==> config.mk <==
export PLATFORM = sky130hd
export DESIGN_NAME = layer_feeder_flat
export DESIGN_NICKNAME = d
export VERILOG_FILES = /design/src/rtl/layer_feeder_pkg.sv /design/src/rtl/layer_feeder_if.sv /design/src/rtl/layer_feeder.sv /design/src/flat_wrapper.sv
export SDC_FILE = /design/constraint.sdc
export NUM_CORES = 1
export LEC_CHECK = 0
export CAP_MARGIN = 30
export CORE_AREA = 4 4 390 392
export CTS_CLUSTER_DIAMETER = 150
export CTS_CLUSTER_SIZE = 40
export DETAILED_ROUTE_END_ITERATION = 16
export DIE_AREA = 0 0 394 396
export GPL_TIMING_DRIVEN = 0
export PLACE_DENSITY = 0.42
export REMOVE_ABC_BUFFERS = 1
export SKIP_CTS_REPAIR_TIMING = 1
export SLEW_MARGIN = 20
export SYNTH_ARGS = -nofsm -noshare
export SYNTH_HDL_FRONTEND = slang
export SYNTH_SLANG_ARGS = --single-unit
==> constraint.sdc <==
create_clock -name clk -period 4.1 [get_ports clk]
set_input_delay 0.82 -clock clk [delete_from_list [all_inputs] [get_ports clk]]
set_output_delay 0.82 -clock clk [all_outputs]
set_load 0.005 [all_outputs]
==> src/rtl/layer_feeder_pkg.sv <==
// Shared types and helpers for the layer feeder: FSM state encoding and counter sizing.
package layer_feeder_pkg;

    typedef enum logic [1:0] {
        IDLE,
        STREAM,
        FLUSH,
        HOLD
    } feeder_state_e;

    // Width able to hold every value 0..n inclusive.
    function automatic int cnt_width(input int n);
        return $clog2(n + 1);
    endfunction

endpackage

==> src/rtl/layer_feeder_if.sv <==
// Bus bundle for the layer feeder: upstream word stream, neuron drive/observe bus, downstream result handshake.
interface layer_feeder_if #(
    parameter int numNeurons = 30,
    parameter int dataWidth  = 16
);
    logic [dataWidth-1:0]            in_data;
    logic                            in_valid;
    logic                            in_last;
    logic                            in_ready;
    logic [dataWidth-1:0]            myinput;
    logic                            freeze;
    logic                            pause;
    logic [numNeurons*dataWidth-1:0] n_out;
    logic [numNeurons*dataWidth-1:0] out_data;
    logic                            out_valid;
    logic                            out_ready;
    logic                            frame_err;

    modport master (
        input  in_data, in_valid, in_last, n_out, out_ready,
        output in_ready, myinput, freeze, pause, out_data, out_valid, frame_err
    );

    modport slave (
        output in_data, in_valid, in_last, n_out, out_ready,
        input  in_ready, myinput, freeze, pause, out_data, out_valid, frame_err
    );
endinterface

==> src/rtl/layer_feeder.sv <==
// Streams one frame of words onto the shared neuron bus, then freezes the layer and
// offers the captured neuron outputs downstream.
//
//   state  | meaning
//   IDLE   | neurons frozen, waiting for the first word of a frame
//   STREAM | presenting words; pause on upstream bubbles
//   FLUSH  | one frozen cycle, neuron sums final, capture n_out
//   HOLD   | result offered downstream until accepted
module layer_feeder
    import layer_feeder_pkg::*;
#(
    parameter int numInputs  = 784,
    parameter int numNeurons = 30,
    parameter int dataWidth  = 16
) (
    input  logic           clk,
    input  logic           rst_n,
    layer_feeder_if.master bus
);

    localparam int            CW   = cnt_width(numInputs);
    localparam logic [CW-1:0] LAST = CW'(numInputs);

    feeder_state_e                   state_q, state_d;
    logic [CW-1:0]                   count_q, count_d;
    logic [dataWidth-1:0]            myinput_q, myinput_d;
    logic                            freeze_q, freeze_d;
    logic                            pause_q, pause_d;
    logic [numNeurons*dataWidth-1:0] out_data_q, out_data_d;
    logic                            out_valid_q, out_valid_d;
    logic                            frame_err_q, frame_err_d;

    logic          in_ready;
    logic          accept;
    logic [CW-1:0] count_inc;

    // Registers only, so upstream may legally wait for ready before raising valid.
    assign in_ready  = (state_q == IDLE) || ((state_q == STREAM) && (count_q < LAST));
    assign accept    = bus.in_valid & in_ready;
    assign count_inc = count_q + CW'(1);

    always_comb begin
        state_d     = state_q;
        count_d     = count_q;
        myinput_d   = myinput_q;
        freeze_d    = freeze_q;
        pause_d     = pause_q;
        out_data_d  = out_data_q;
        out_valid_d = out_valid_q;
        frame_err_d = frame_err_q;

        case (state_q)
            IDLE: begin
                freeze_d = 1'b1;
                pause_d  = 1'b1;
                count_d  = '0;
                if (accept) begin
                    myinput_d = bus.in_data;
                    freeze_d  = 1'b0;
                    pause_d   = 1'b0;
                    count_d   = CW'(1);
                    state_d   = STREAM;
                end
            end
            STREAM: begin
                if (count_q == LAST) begin
                    freeze_d = 1'b1;
                    pause_d  = 1'b1;
                    state_d  = FLUSH;
                end else if (accept) begin
                    myinput_d = bus.in_data;
                    pause_d   = 1'b0;
                    count_d   = count_inc;
                end else begin
                    pause_d = 1'b1;
                end
            end
            FLUSH: begin
                out_data_d  = bus.n_out;
                out_valid_d = 1'b1;
                state_d     = HOLD;
            end
            HOLD: begin
                if (out_valid_q && bus.out_ready) begin
                    out_valid_d = 1'b0;
                    count_d     = '0;
                    state_d     = IDLE;
                end
            end
            default: state_d = IDLE;
        endcase

        // in_last is advisory; the frame length is always set by the counter.
        if (accept && (bus.in_last != (count_inc == LAST)))
            frame_err_d = 1'b1;
    end

    always_ff @(posedge clk or negedge rst_n) begin
        if (!rst_n) begin
            state_q     <= IDLE;
            count_q     <= '0;
            myinput_q   <= '0;
            freeze_q    <= 1'b1;
            pause_q     <= 1'b1;
            out_data_q  <= '0;
            out_valid_q <= 1'b0;
            frame_err_q <= 1'b0;
        end else begin
            state_q     <= state_d;
            count_q     <= count_d;
            myinput_q   <= myinput_d;
            freeze_q    <= freeze_d;
            pause_q     <= pause_d;
            out_data_q  <= out_data_d;
            out_valid_q <= out_valid_d;
            frame_err_q <= frame_err_d;
        end
    end

    assign bus.in_ready  = in_ready;
    assign bus.myinput   = myinput_q;
    assign bus.freeze    = freeze_q;
    assign bus.pause     = pause_q;
    assign bus.out_data  = out_data_q;
    assign bus.out_valid = out_valid_q;
    assign bus.frame_err = frame_err_q;

endmodule

==> src/flat_wrapper.sv <==
// flat-port wrapper written by rule: the top's interface ports become plain ports
module layer_feeder_flat import layer_feeder_pkg::*;
#(
    parameter int numInputs  = 784,
    parameter int numNeurons = 30,
    parameter int dataWidth  = 16
)
  (clk, rst_n, bus_in_data, bus_in_valid, bus_in_last, bus_n_out, bus_out_ready, bus_in_ready, bus_myinput, bus_freeze, bus_pause, bus_out_data, bus_out_valid, bus_frame_err);
  layer_feeder_if #(.numNeurons(numNeurons), .dataWidth(dataWidth)) bus_i ();
  input  logic clk;
  input  logic rst_n;
  input wire logic [$bits(bus_i.in_data)-1:0] bus_in_data;
  input wire logic [$bits(bus_i.in_valid)-1:0] bus_in_valid;
  input wire logic [$bits(bus_i.in_last)-1:0] bus_in_last;
  input wire logic [$bits(bus_i.n_out)-1:0] bus_n_out;
  input wire logic [$bits(bus_i.out_ready)-1:0] bus_out_ready;
  output wire logic [$bits(bus_i.in_ready)-1:0] bus_in_ready;
  output wire logic [$bits(bus_i.myinput)-1:0] bus_myinput;
  output wire logic [$bits(bus_i.freeze)-1:0] bus_freeze;
  output wire logic [$bits(bus_i.pause)-1:0] bus_pause;
  output wire logic [$bits(bus_i.out_data)-1:0] bus_out_data;
  output wire logic [$bits(bus_i.out_valid)-1:0] bus_out_valid;
  output wire logic [$bits(bus_i.frame_err)-1:0] bus_frame_err;
  assign bus_i.in_data = bus_in_data;
  assign bus_i.in_valid = bus_in_valid;
  assign bus_i.in_last = bus_in_last;
  assign bus_i.n_out = bus_n_out;
  assign bus_i.out_ready = bus_out_ready;
  assign bus_in_ready = bus_i.in_ready;
  assign bus_myinput = bus_i.myinput;
  assign bus_freeze = bus_i.freeze;
  assign bus_pause = bus_i.pause;
  assign bus_out_data = bus_i.out_data;
  assign bus_out_valid = bus_i.out_valid;
  assign bus_frame_err = bus_i.frame_err;
  layer_feeder #(.numInputs(numInputs), .numNeurons(numNeurons), .dataWidth(dataWidth)) u_core (.clk(clk), .rst_n(rst_n), .bus(bus_i));
endmodule
* After elaboration in Yosys (flattened, before gate mapping)
Index checks and enable logic that the tools add are counted.
Widths: inputs -> output; s select.
** Storage, ports and cells
- Register bits after elaboration :: 512
- Input port bits :: 501
- Output and inout bits :: 501
- Logic and storage cells :: 54
** Cells by class
- $add $sub $neg :: 1
- $lt $le $gt $ge :: 1
- Eq/ne operators :: 11
- Mux-type cells :: 19
- Bitwise operators :: 1
- Reduce and logical (&&, ||, !) cells :: 13
** Operators by type and width (number)
- $mux 16 :: 2
- $pmux 16 s2 :: 1
- $mux 10 :: 3
- $pmux 10 s3 :: 1
- $eq 10x10->1 const B :: 2
- $add 10x1->10 const B :: 1
- $lt 10x10->1 const B :: 1
- $pmux 2 s4 :: 1
- $mux 2 :: 3
- $ne 2x1->1 const B :: 3
- $pmux 1 s2 :: 3
- $reduce_and 2->1 :: 3
- $mux 1 :: 5
- $eq 2x2->1 const B :: 2
- $ne 2x2->1 const B :: 2
- $reduce_and 4->1 :: 1
- $reduce_bool 2->1 :: 2
- $logic_and 1x1->1 :: 3
- $reduce_and 3->1 :: 1
- $reduce_bool 3->1 :: 1
- $eq 2x1->1 const B :: 1
- $logic_not 2->1 :: 1
- $and 1x1->1 :: 1
- $logic_or 1x1->1 :: 1
- $ne 1x1->1 :: 1

* Longest topological paths before layout
Gate-level depths: netlist of run 1.
- Depth after elaboration :: 7
- Depth in mapped cells :: 9
- Depth with buffers taken out :: 7

* Worst setup path before layout of run 1
No wires, ideal clock.
- Path type :: register -> register
- From :: reg u_core.count_q[0]
- To :: reg u_core.count_q[3]
- Arrival :: 2014 ps
- Slack :: 2017 ps
- Stages on the path, launching flop included :: 9
- Path buffers :: 1
- Clock period less this slack :: 2083 ps
- Path through :: dfrtp_1 clkbuf_1 inv_1 ha_1 nand4_1 nor4_4 a211o_2 or4_2 nand3_1
** On the way
- Cells in the longest elaborated chain, start to end :: 6
- Elaborated cells on any way between the ends :: 12
- Those cells by class :: 1 x add/sub; 1 x order compare; 3 x eq/ne; 3 x mux; 1 x bitwise; 3 x reduce/logical
** RTL lines
- start, declared :: RTL line layer_feeder.sv:25 : logic [CW-1:0] count_q, count_d;
- start signal, assigned :: RTL line layer_feeder.sv:110 : count_q <= count_d;
- $lt 10x10->1 :: RTL line layer_feeder.sv:38 : assign in_ready = (state_q == IDLE) || ((state_q == STREAM) && (count_q < LAST));
- $logic_and 1x1->1 :: RTL line layer_feeder.sv:38
- $logic_or 1x1->1 :: RTL line layer_feeder.sv:38
- $and 1x1->1 :: RTL line layer_feeder.sv:39 : assign accept = bus.in_valid & in_ready;
- $ne 2x1->1 (no line)
- $reduce_and 4->1 (no line)
Parallel ways exist; a longest one is shown, timed or not. The select of a mux whose other input is x is not followed.
A chain may end at the register's enable or synchronous reset.

* Worst setup path after layout of run 1
- From :: reg u_core.state_q[1]
- To :: out bus_in_ready
** On the way
- Cells in the longest elaborated chain, start to end :: 3
- Elaborated cells on any way between the ends :: 4
- Those cells by class :: 1 x eq/ne; 3 x reduce/logical
** RTL lines
- start, declared :: RTL line layer_feeder.sv:24 : feeder_state_e state_q, state_d;
- start signal, assigned :: RTL line layer_feeder.sv:109 : state_q <= state_d;
- $eq 2x1->1 :: RTL line layer_feeder.sv:38
- $logic_and 1x1->1 :: RTL line layer_feeder.sv:38
- $logic_or 1x1->1 * :: RTL line layer_feeder.sv:38
- end, declared :: RTL line flat_wrapper.sv:17 : output wire logic [$bits(bus_i.in_ready)-1:0] bus_in_ready;
Every way passes the cells marked *; elsewhere a longest branch is shown, timed or not.

==> impl_summary.log, run 1 <==
INFO  metric cts_htree_levels = 1
INFO  metric tritoncts = built
INFO  metric cts_made_buffers = 21
INFO  metric postSynth.topFlopCell = sky130_fd_sc_hd__dfrtp_1
INFO  metric critPathRequiredTime = 3280 ps
INFO  metric firstDrtPassIters = 4
INFO  metric via_count_of_the_first_global_routing_pass = 15.1k
INFO  metric chipHeight = 396 um
INFO  metric ys_seq_elements = 512
INFO  metric powerDensity = 279 nW/um^2
INFO  metric timing.final.max_slew_violations = 0
INFO  metric critical_path_peak_fanout = 18
INFO  metric min_period_over_period = 0.842
INFO  metric timing.max_slew.rel_slack = 0.444
INFO  metric detail-route-antenna-nets = 0
INFO  metric detailed_place_hpwl = 75500 um
INFO  metric viasPerCell = 3.34
INFO  metric yosysWarningCount = 0
INFO  metric post_route_utilization = 0.221
INFO  metric distinct_cells_synth = 49
INFO  metric drt-wirelength-per-cell = 22.4 um
INFO  metric cts_buffer_depth = 3
INFO  metric synth_edf_count = 0
INFO  metric timing.critical_path.slowest_cell_delay = 590 ps
INFO  metric static-leakage-power = 14.3 nW
INFO  metric seq_area_frac_synth = 0.658
INFO  metric worst_skew_pair.late_latency = 640 ps
INFO  metric ir_drop = 0.000258 V
INFO  metric drive_gt1_frac = 0.258
INFO  metric core-area = 149000 um^2
INFO  metric synth-async-reset-ratio = 1.00
INFO  metric status = finished clean
INFO  metric synth.largest_area_cell = sky130_fd_sc_hd__dfrtp_1
INFO  metric syn_avg_cell_area = 16.3 um^2
INFO  metric io_buffers = 1001
INFO  metric routed_wirelength = 92800 um
INFO  metric grt_setup_unrepaired = false
INFO  metric element_type_at_the_critical_path_end = output port
INFO  metric initial_antenna_violation_count = 38
INFO  metric skew = 46.7 ps
INFO  metric post_synth_instance_area = 19500 um^2
INFO  metric floorplan.initialDensity = 0.131
INFO  metric max_cap_violations = 0
INFO  metric worstSetupPathDepth = 5
INFO  metric die_area = 156000 um^2
INFO  metric path_class = reg2out
INFO  metric total_power = 9.17 mW
INFO  metric fillerInstances = 16.0k
INFO  metric cp_cell_sequence = inv_1 -> ha_1 -> o21ai_0 -> nand2b_1 -> clkdlybuf4s50_1
INFO  metric vias = 13.8k
INFO  metric min_cycle_time_layout = 3450 ps
INFO  metric yosys.area.top_type_share = 0.655
INFO  metric clock_sink_count = 512
INFO  metric initialDrtViolationCount = 462
INFO  metric rows = 142
INFO  metric drc = 0
INFO  metric slowest_stage = sky130_fd_sc_hd__ha_1
INFO  metric worst_pin_slew = 821 ps
INFO  metric pin_count_of_the_biggest_net_entering_global_routing = 87
INFO  metric setup_violations = 0
INFO  metric post-synth-top-count-cell = sky130_fd_sc_hd__dfrtp_1
INFO  metric nets = 2676
INFO  metric global_route.usage.total = 0.114
INFO  metric worst-path-buf-inv = 2
INFO  metric synthTopCellsByArea = sky130_fd_sc_hd__dfrtp_1, sky130_fd_sc_hd__mux2_2, sky130_fd_sc_hd__clkbuf_1, sky130_fd_sc_hd__ha_1, sky130_fd_sc_hd__nand3_1
INFO  metric die_width = 394 um
INFO  metric area_growth_syn_to_layout = 68.9%
INFO  metric timing.final.hold_violations = 0
INFO  metric synthTopCellsByCount = sky130_fd_sc_hd__dfrtp_1, sky130_fd_sc_hd__mux2_2, sky130_fd_sc_hd__clkbuf_1
INFO  metric worst_path_dominant_cell_family = buffers and inverters
INFO  metric clkSlewWorstSetupHoldPaths = 160 ps
INFO  metric gp_congestion = 0.788
INFO  metric global_route_wire_length_before_repair = 127000 um
INFO  metric io_pins = 1002
INFO  metric globalRouteOverflowTotal = 0
INFO  metric startpoint_type = flip-flop
INFO  metric holdCritPathClass = in2async
INFO  metric worst_ep_arrival = 2630 ps
INFO  metric synthesis.instances = 1192
INFO  metric fmaxAchievable = 290 MHz
INFO  metric root_buffer = sky130_fd_sc_hd__clkbuf_16
INFO  metric worstRegToRegCells = 8
==> logic make-up after synthesis <==
kind of cell	count (synthesis)	share of synthesized area
DFF	512	0.658
muxes	498	0.288
buffers and inverters	75	0.0182
and+or+nand+nor	68	0.0195
AOI/OAI and AO/OA	32	0.0123
adders and majority gates	7	0.00450
==> report_power, final <==
group          internal [mW]  switching, mW
registers               5.10         0.0856
clock network           1.08           2.07
logic                  0.550          0.283
==> cells in the final DEF (no fill, tap or decap), drive strengths merged, types with 2 or more instances in the layout <==
cell	n
clkdlybuf4s50	1000
and3	2
nor4	4
nand2	15
o211ai	2
nand3	14
or4	4
nand2b	2
dfstp	2
nor3	4
mux2	497
inv	18
or3	2
clkinv	4
nor2	11
diode	12
o31a	2
a21bo	2
a21oi	3
o21ai	4
buf	19
a41oi	2
nor2b	2
clkbuf	23
nand3b	2
ha	7
nand4	3
dfrtp	510
o311ai	3
a31oi	4
a311oi	2
o22ai	2
==> layout make-up <==
type | count | area, um^2 | share of cell area
Antenna cell | 12 | 30.0 | 0.000913
Timing Repair Buffer | 1019 | 10500 | 0.319
Sequential cell | 512 | 12800 | 0.389
Inverter | 9 | 33.8 | 0.00103
Multi-Input combinational cell | 605 | 6330 | 0.192
Tap cell | 1944 | 2430 | 0.0739
Clock inverter | 13 | 235 | 0.00715
Clock buffer | 23 | 533 | 0.0162
==> path summary, 6_finish.rpt <==
check | from | endpoint | slack [ps]
worst max-delay path | u_core.state_q[1] | bus_in_ready | 650
worst min-delay path | rst_n | u_core.bus.out_data[419] | 70
worst max register to register | u_core.state_q[0] | u_core.bus.out_data[343] | 1110
worst min register to register | u_core.bus.frame_err | u_core.bus.frame_err | 510
max in group asynchronous | rst_n | u_core.bus.out_data[444] | 2430
min in group clk | u_core.bus.frame_err | u_core.bus.frame_err | 510
==> per-layer routing <==
layer | part of all wire | up-vias | wire, um | GRT usage
li1 | - | 6181 | - | -
met1 | 0.37 | 6992 | 34700 | 0.127
met2 | 0.50 | 524 | 46700 | 0.201
met3 | 0.089 | 90 | 8280 | 0.0441
met4 | 0.031 | 26 | 2910 | 0.0329
met5 | 0.0029 | - | 270 | 0.00554
==> per-stage QoR <==
stage	setup slack, ps	area (um^2)	hold slack [ps]	TNS, ps	std cells
6_report	649	32900	69.1	0	4137
3_5_place_dp	1120	32100	485	0	4089
4_1_cts	516	32900	18.4	0	4125
3_3_place_gp	-25070	31600	482	-	4071
2_1_floorplan	-9210	19200	479	-4373010	1126
5_1_grt	368	32900	38.1	0	4126
==> registers in the layout (all words and copies together), names as in the netlist <==
| signal | count |
|---|---|
| u_core.bus.frame_err | 1 |
| u_core.bus.freeze | 1 |
| u_core.bus.myinput | 16 |
| u_core.bus.out_data | 480 |
| u_core.bus.out_valid | 1 |
| u_core.bus.pause | 1 |
| u_core.count_q | 10 |
| u_core.state_q | 2 |
==> worst register-to-register path, cell delays in order (launching register included) <==
cell and delay [ps]:
sky130_fd_sc_hd__dfrtp_1 430, sky130_fd_sc_hd__inv_1 170, sky130_fd_sc_hd__ha_4 430, sky130_fd_sc_hd__buf_12 250, sky130_fd_sc_hd__buf_16 300, sky130_fd_sc_hd__buf_16 280, sky130_fd_sc_hd__buf_16 310, sky130_fd_sc_hd__buf_12 290
sky130_fd_sc_hd__mux2_2 390
Note: power is estimated with default switching activity, not from simulation.
==> run 2: changes to the inputs <==
--- a/config.mk
+++ b/config.mk
@@ -6,11 +6,11 @@
 export NUM_CORES = 1
 export LEC_CHECK = 0
 export CAP_MARGIN = 30
-export CORE_AREA = 4 4 390 392
+export CORE_AREA = 4 4 392 394
 export CTS_CLUSTER_DIAMETER = 150
 export CTS_CLUSTER_SIZE = 40
 export DETAILED_ROUTE_END_ITERATION = 16
-export DIE_AREA = 0 0 394 396
+export DIE_AREA = 0 0 396 398
 export GPL_TIMING_DRIVEN = 0
 export PLACE_DENSITY = 0.42
 export REMOVE_ABC_BUFFERS = 1
==> constraint.sdc (replaced) <==
create_clock -name clk -period 3.46 [get_ports clk]
set_input_delay 0.692 -clock clk [delete_from_list [all_inputs] [get_ports clk]]
set_output_delay 0.692 -clock clk [all_outputs]
set_load 0.005 [all_outputs]
==> run 2 against run 1 <==
Effect of this change: sequential cell count unchanged; via count about the same; wire length decreased by 3.2%; total power increased by 25%; global-route usage decreased by 0.56 points; combinational power increased by 19%; sequential power increased by 18%; design area increased by 1.0%; core utilization increased by 0.098 points; setup slack got worse by 370 ps.
==> impl_summary.log, run 2 (same netlist as run 1, synthesis figures left out) <==
INFO  metric element_type_at_the_critical_path_end = output port
INFO  metric global_route.usage.total = 0.108 (-0.00563)
INFO  metric critical_path_peak_fanout = 13 (-5)
INFO  metric area.sequential = 12800 um^2 (unchanged)
INFO  metric core-area = 150000 um^2 (+0.60%)
INFO  metric cts_htree_levels = 1 (unchanged)
INFO  metric pin_count_of_the_biggest_net_entering_global_routing = 83 (-4.6%)
INFO  metric root_buffer = sky130_fd_sc_hd__clkbuf_16
INFO  metric initial_antenna_violation_count = 27 (-29%)
INFO  metric cts_made_buffers = 24 (+14%)
INFO  metric via_count_of_the_first_global_routing_pass = 15.1k (-0.36%)
INFO  metric powerDensity = 346 nW/um^2 (+24%)
INFO  metric grt_setup_unrepaired = false
INFO  metric critPathRequiredTime = 2770 ps (-510 ps)
INFO  metric chipHeight = 398 um (+0.51%)
INFO  metric detail-route-antenna-nets = 0 (unchanged)
INFO  metric worst_ep_arrival = 2490 ps (-140 ps)
INFO  metric die_area = 158000 um^2 (+1.0%)
INFO  metric p_clk_frac = 0.379 (+0.035)
INFO  metric largest_reg_flops = 480 (unchanged)
INFO  metric most_common_cell_after_layout_fill_and_taps_aside = sky130_fd_sc_hd__clkdlybuf4s50_1
INFO  metric min_period_over_period = 0.919
INFO  metric viasPerCell = 3.28 (-1.8%)
INFO  metric detailed_place_hpwl = 71900 um (-4.8%)
INFO  metric drt-wirelength-per-cell = 21.3 um (-5.0%)
INFO  metric stdcell_area = 33200 um^2 (+1.0%)
INFO  metric slowest_stage = sky130_fd_sc_hd__dfrtp_1
INFO  metric route.layer.met1.wl = 34100 um (-1.6%)
INFO  metric area_growth_syn_to_layout = 70.6%
INFO  metric fillerInstances = 16.0k (+0.24%)
INFO  metric tritoncts = built
INFO  metric cellInternalPower = 8.38 mW (+25%)
INFO  metric setup_violations = 0 (unchanged)
INFO  metric initialDrtViolationCount = 453 (-1.9%)
INFO  metric static-leakage-power = 14.4 nW (+0.79%)
INFO  metric io_pins = 1002 (unchanged)
INFO  metric gp_congestion = 0.758 (-3.9%)
INFO  metric floorplan.initialDensity = 0.130 (-0.000776)
INFO  metric holdCritPathClass = reg2reg
INFO  metric layout_common_cells = sky130_fd_sc_hd__clkdlybuf4s50_1, sky130_fd_sc_hd__dfrtp_1, sky130_fd_sc_hd__mux2_2
INFO  metric fin_hold_ws = 513 ps (+444 ps)
INFO  metric worst_pin_slew = 795 ps (-26.4 ps)
INFO  metric nets = 2679 (+0.11%)
INFO  metric max_cap_violations = 0 (unchanged)
INFO  metric firstDrtPassIters = 4 (unchanged)
INFO  metric min_cycle_time_layout = 3180 ps
INFO  metric drive_gt1_frac = 0.261 (+0.00283)
INFO  metric worstRegToRegCells = 6 (-2)
INFO  metric clock_sink_count = 512 (unchanged)
INFO  metric skew = 53.5 ps (+6.83 ps)
INFO  metric vias = 13.8k (+0.043%)
INFO  metric cts_buffer_depth = 3 (unchanged)
INFO  metric die_width = 396 um (+0.51%)
INFO  metric setup.reg_to_reg.worst_slack = 790 ps (-320 ps)
INFO  metric routed_wirelength = 89800 um (-3.2%)
INFO  metric top_signal_layer_used = met5
INFO  metric worst_skew_pair.late_latency = 660 ps (+20 ps)
INFO  metric fmaxAchievable = 314 MHz
INFO  metric multiInputGateArea = 6330 um^2 (about the same)
INFO  metric rows = 142 (unchanged)
INFO  metric timing.max_slew.rel_slack = 0.462 (+0.0179)
INFO  metric clkSlewWorstSetupHoldPaths = 130 ps (-30 ps)
INFO  metric globalRouteOverflowTotal = 0 (unchanged)
INFO  metric wl_met2 = 46300 um (-0.84%)
INFO  metric startpoint_type = flip-flop
INFO  metric global_route_wire_length_before_repair = 122000 um (-3.9%)
INFO  metric timing.final.hold_violations = 0 (unchanged)
INFO  metric io_buffers = 1001 (unchanged)
INFO  metric timing.critical_path.slowest_cell_delay = 560 ps (-30 ps)
INFO  metric status = finished clean
INFO  metric total_power = 11.5 mW (+25%)
INFO  metric ir_drop = 0.000323 V (+25%)
INFO  metric cp_cell_sequence = nor4_1 -> o21ai_0 -> nand2b_1 -> clkdlybuf4s50_1
INFO  metric share_comb_of_total_power = 0.086 (-0.005)
INFO  metric dpl-instance-area = 32200 um^2 (+0.24%)
INFO  metric timing.final.max_slew_violations = 0 (unchanged)
INFO  metric drc = 0 (unchanged)
INFO  metric path_class = reg2out
INFO  metric p_sw = 3.12 mW (+28%)
INFO  metric p_seq_frac = 0.535 (-0.031)
INFO  metric routed_wl_met3 = 7230 um (-13%)
INFO  metric min_path_cells = 2
INFO  metric sw_frac_of_total = 0.271 (+0.00465)
run 2: changes by cell type in the layout (fill, tap and decap cells not counted):
cell                            before  now
sky130_fd_sc_hd__buf_12              3    1
sky130_fd_sc_hd__buf_16             15   16
sky130_fd_sc_hd__bufinv_16           0    2
sky130_fd_sc_hd__clkbuf_1            2    1
sky130_fd_sc_hd__clkbuf_16          21   25
sky130_fd_sc_hd__clkinv_16           3    7
sky130_fd_sc_hd__clkinv_8            1    0
sky130_fd_sc_hd__diode_2            12    9
sky130_fd_sc_hd__dlygate4sd3_1       0    1
sky130_fd_sc_hd__ha_1                6    5
sky130_fd_sc_hd__ha_2                0    1
sky130_fd_sc_hd__inv_16              2    3
sky130_fd_sc_hd__inv_6               2    1
sky130_fd_sc_hd__inv_8               2    1
run 2: final timing paths:
kind / endpoint / start
worst max-delay path: bus_in_ready / u_core.count_q[7]
worst min-delay path: u_core.bus.frame_err / u_core.bus.frame_err
worst max register to register: u_core.bus.out_data[426] / u_core.state_q[0]
worst min register to register: u_core.bus.frame_err / u_core.bus.frame_err
max in group asynchronous: u_core.bus.out_data[348] / rst_n
min in group asynchronous: u_core.bus.out_data[91] / rst_n
run 2: through the flow:
stage / utilization / setup TNS [ps] / cells / setup WS [ps]
3_3_place_gp: 0.212 / - / 4143 / -25610
5_1_grt: 0.222 / 0 / 4204 / 42.5
3_5_place_dp: 0.215 / 0 / 4160 / 727
2_1_floorplan: - / -4687890 / 1126 / -9850
6_report: 0.222 / 0 / 4213 / 279
4_1_cts: 0.222 / -83.2 / 4203 / -83.2
run 2: critical path: cells and delay by family (launching register included):
family | cells | cell delay (ps)
simple gates | 2 | 610
flops | 1 | 560
buf+inv | 1 | 540
compound gates | 1 | 140
run 2: metal layers:
layer	track usage	vias up
met3	0.0364	60
met2	0.196	528
met5	0.00400	-
met1	0.122	7019
met4	0.0261	4
li1	-	6208
run 2: power by group through the flow:
stage          clock network [mW]  logic, mW  registers [mW]
2_1_floorplan                   0      0.145            6.24
3_3_place_gp                    0      0.986            6.28
3_5_place_dp                    0       1.01            6.26
4_1_cts                      4.66       1.01            6.15
5_1_grt                      4.82       1.08            6.16
6_report                     4.36      0.991            6.15
run 2: layout make-up:
| class | instances | area share |
|---|---|---|
| inverters | 9 | 0.00102 |
| clock inverters | 17 | 0.0120 |
| multi-input cells | 605 | 0.190 |
| clock buffers | 26 | 0.0189 |
| diodes | 9 | 0.000677 |
| flip-flops and latches | 512 | 0.385 |
| well taps | 2016 | 0.0759 |
| repair buffers | 1019 | 0.316 |
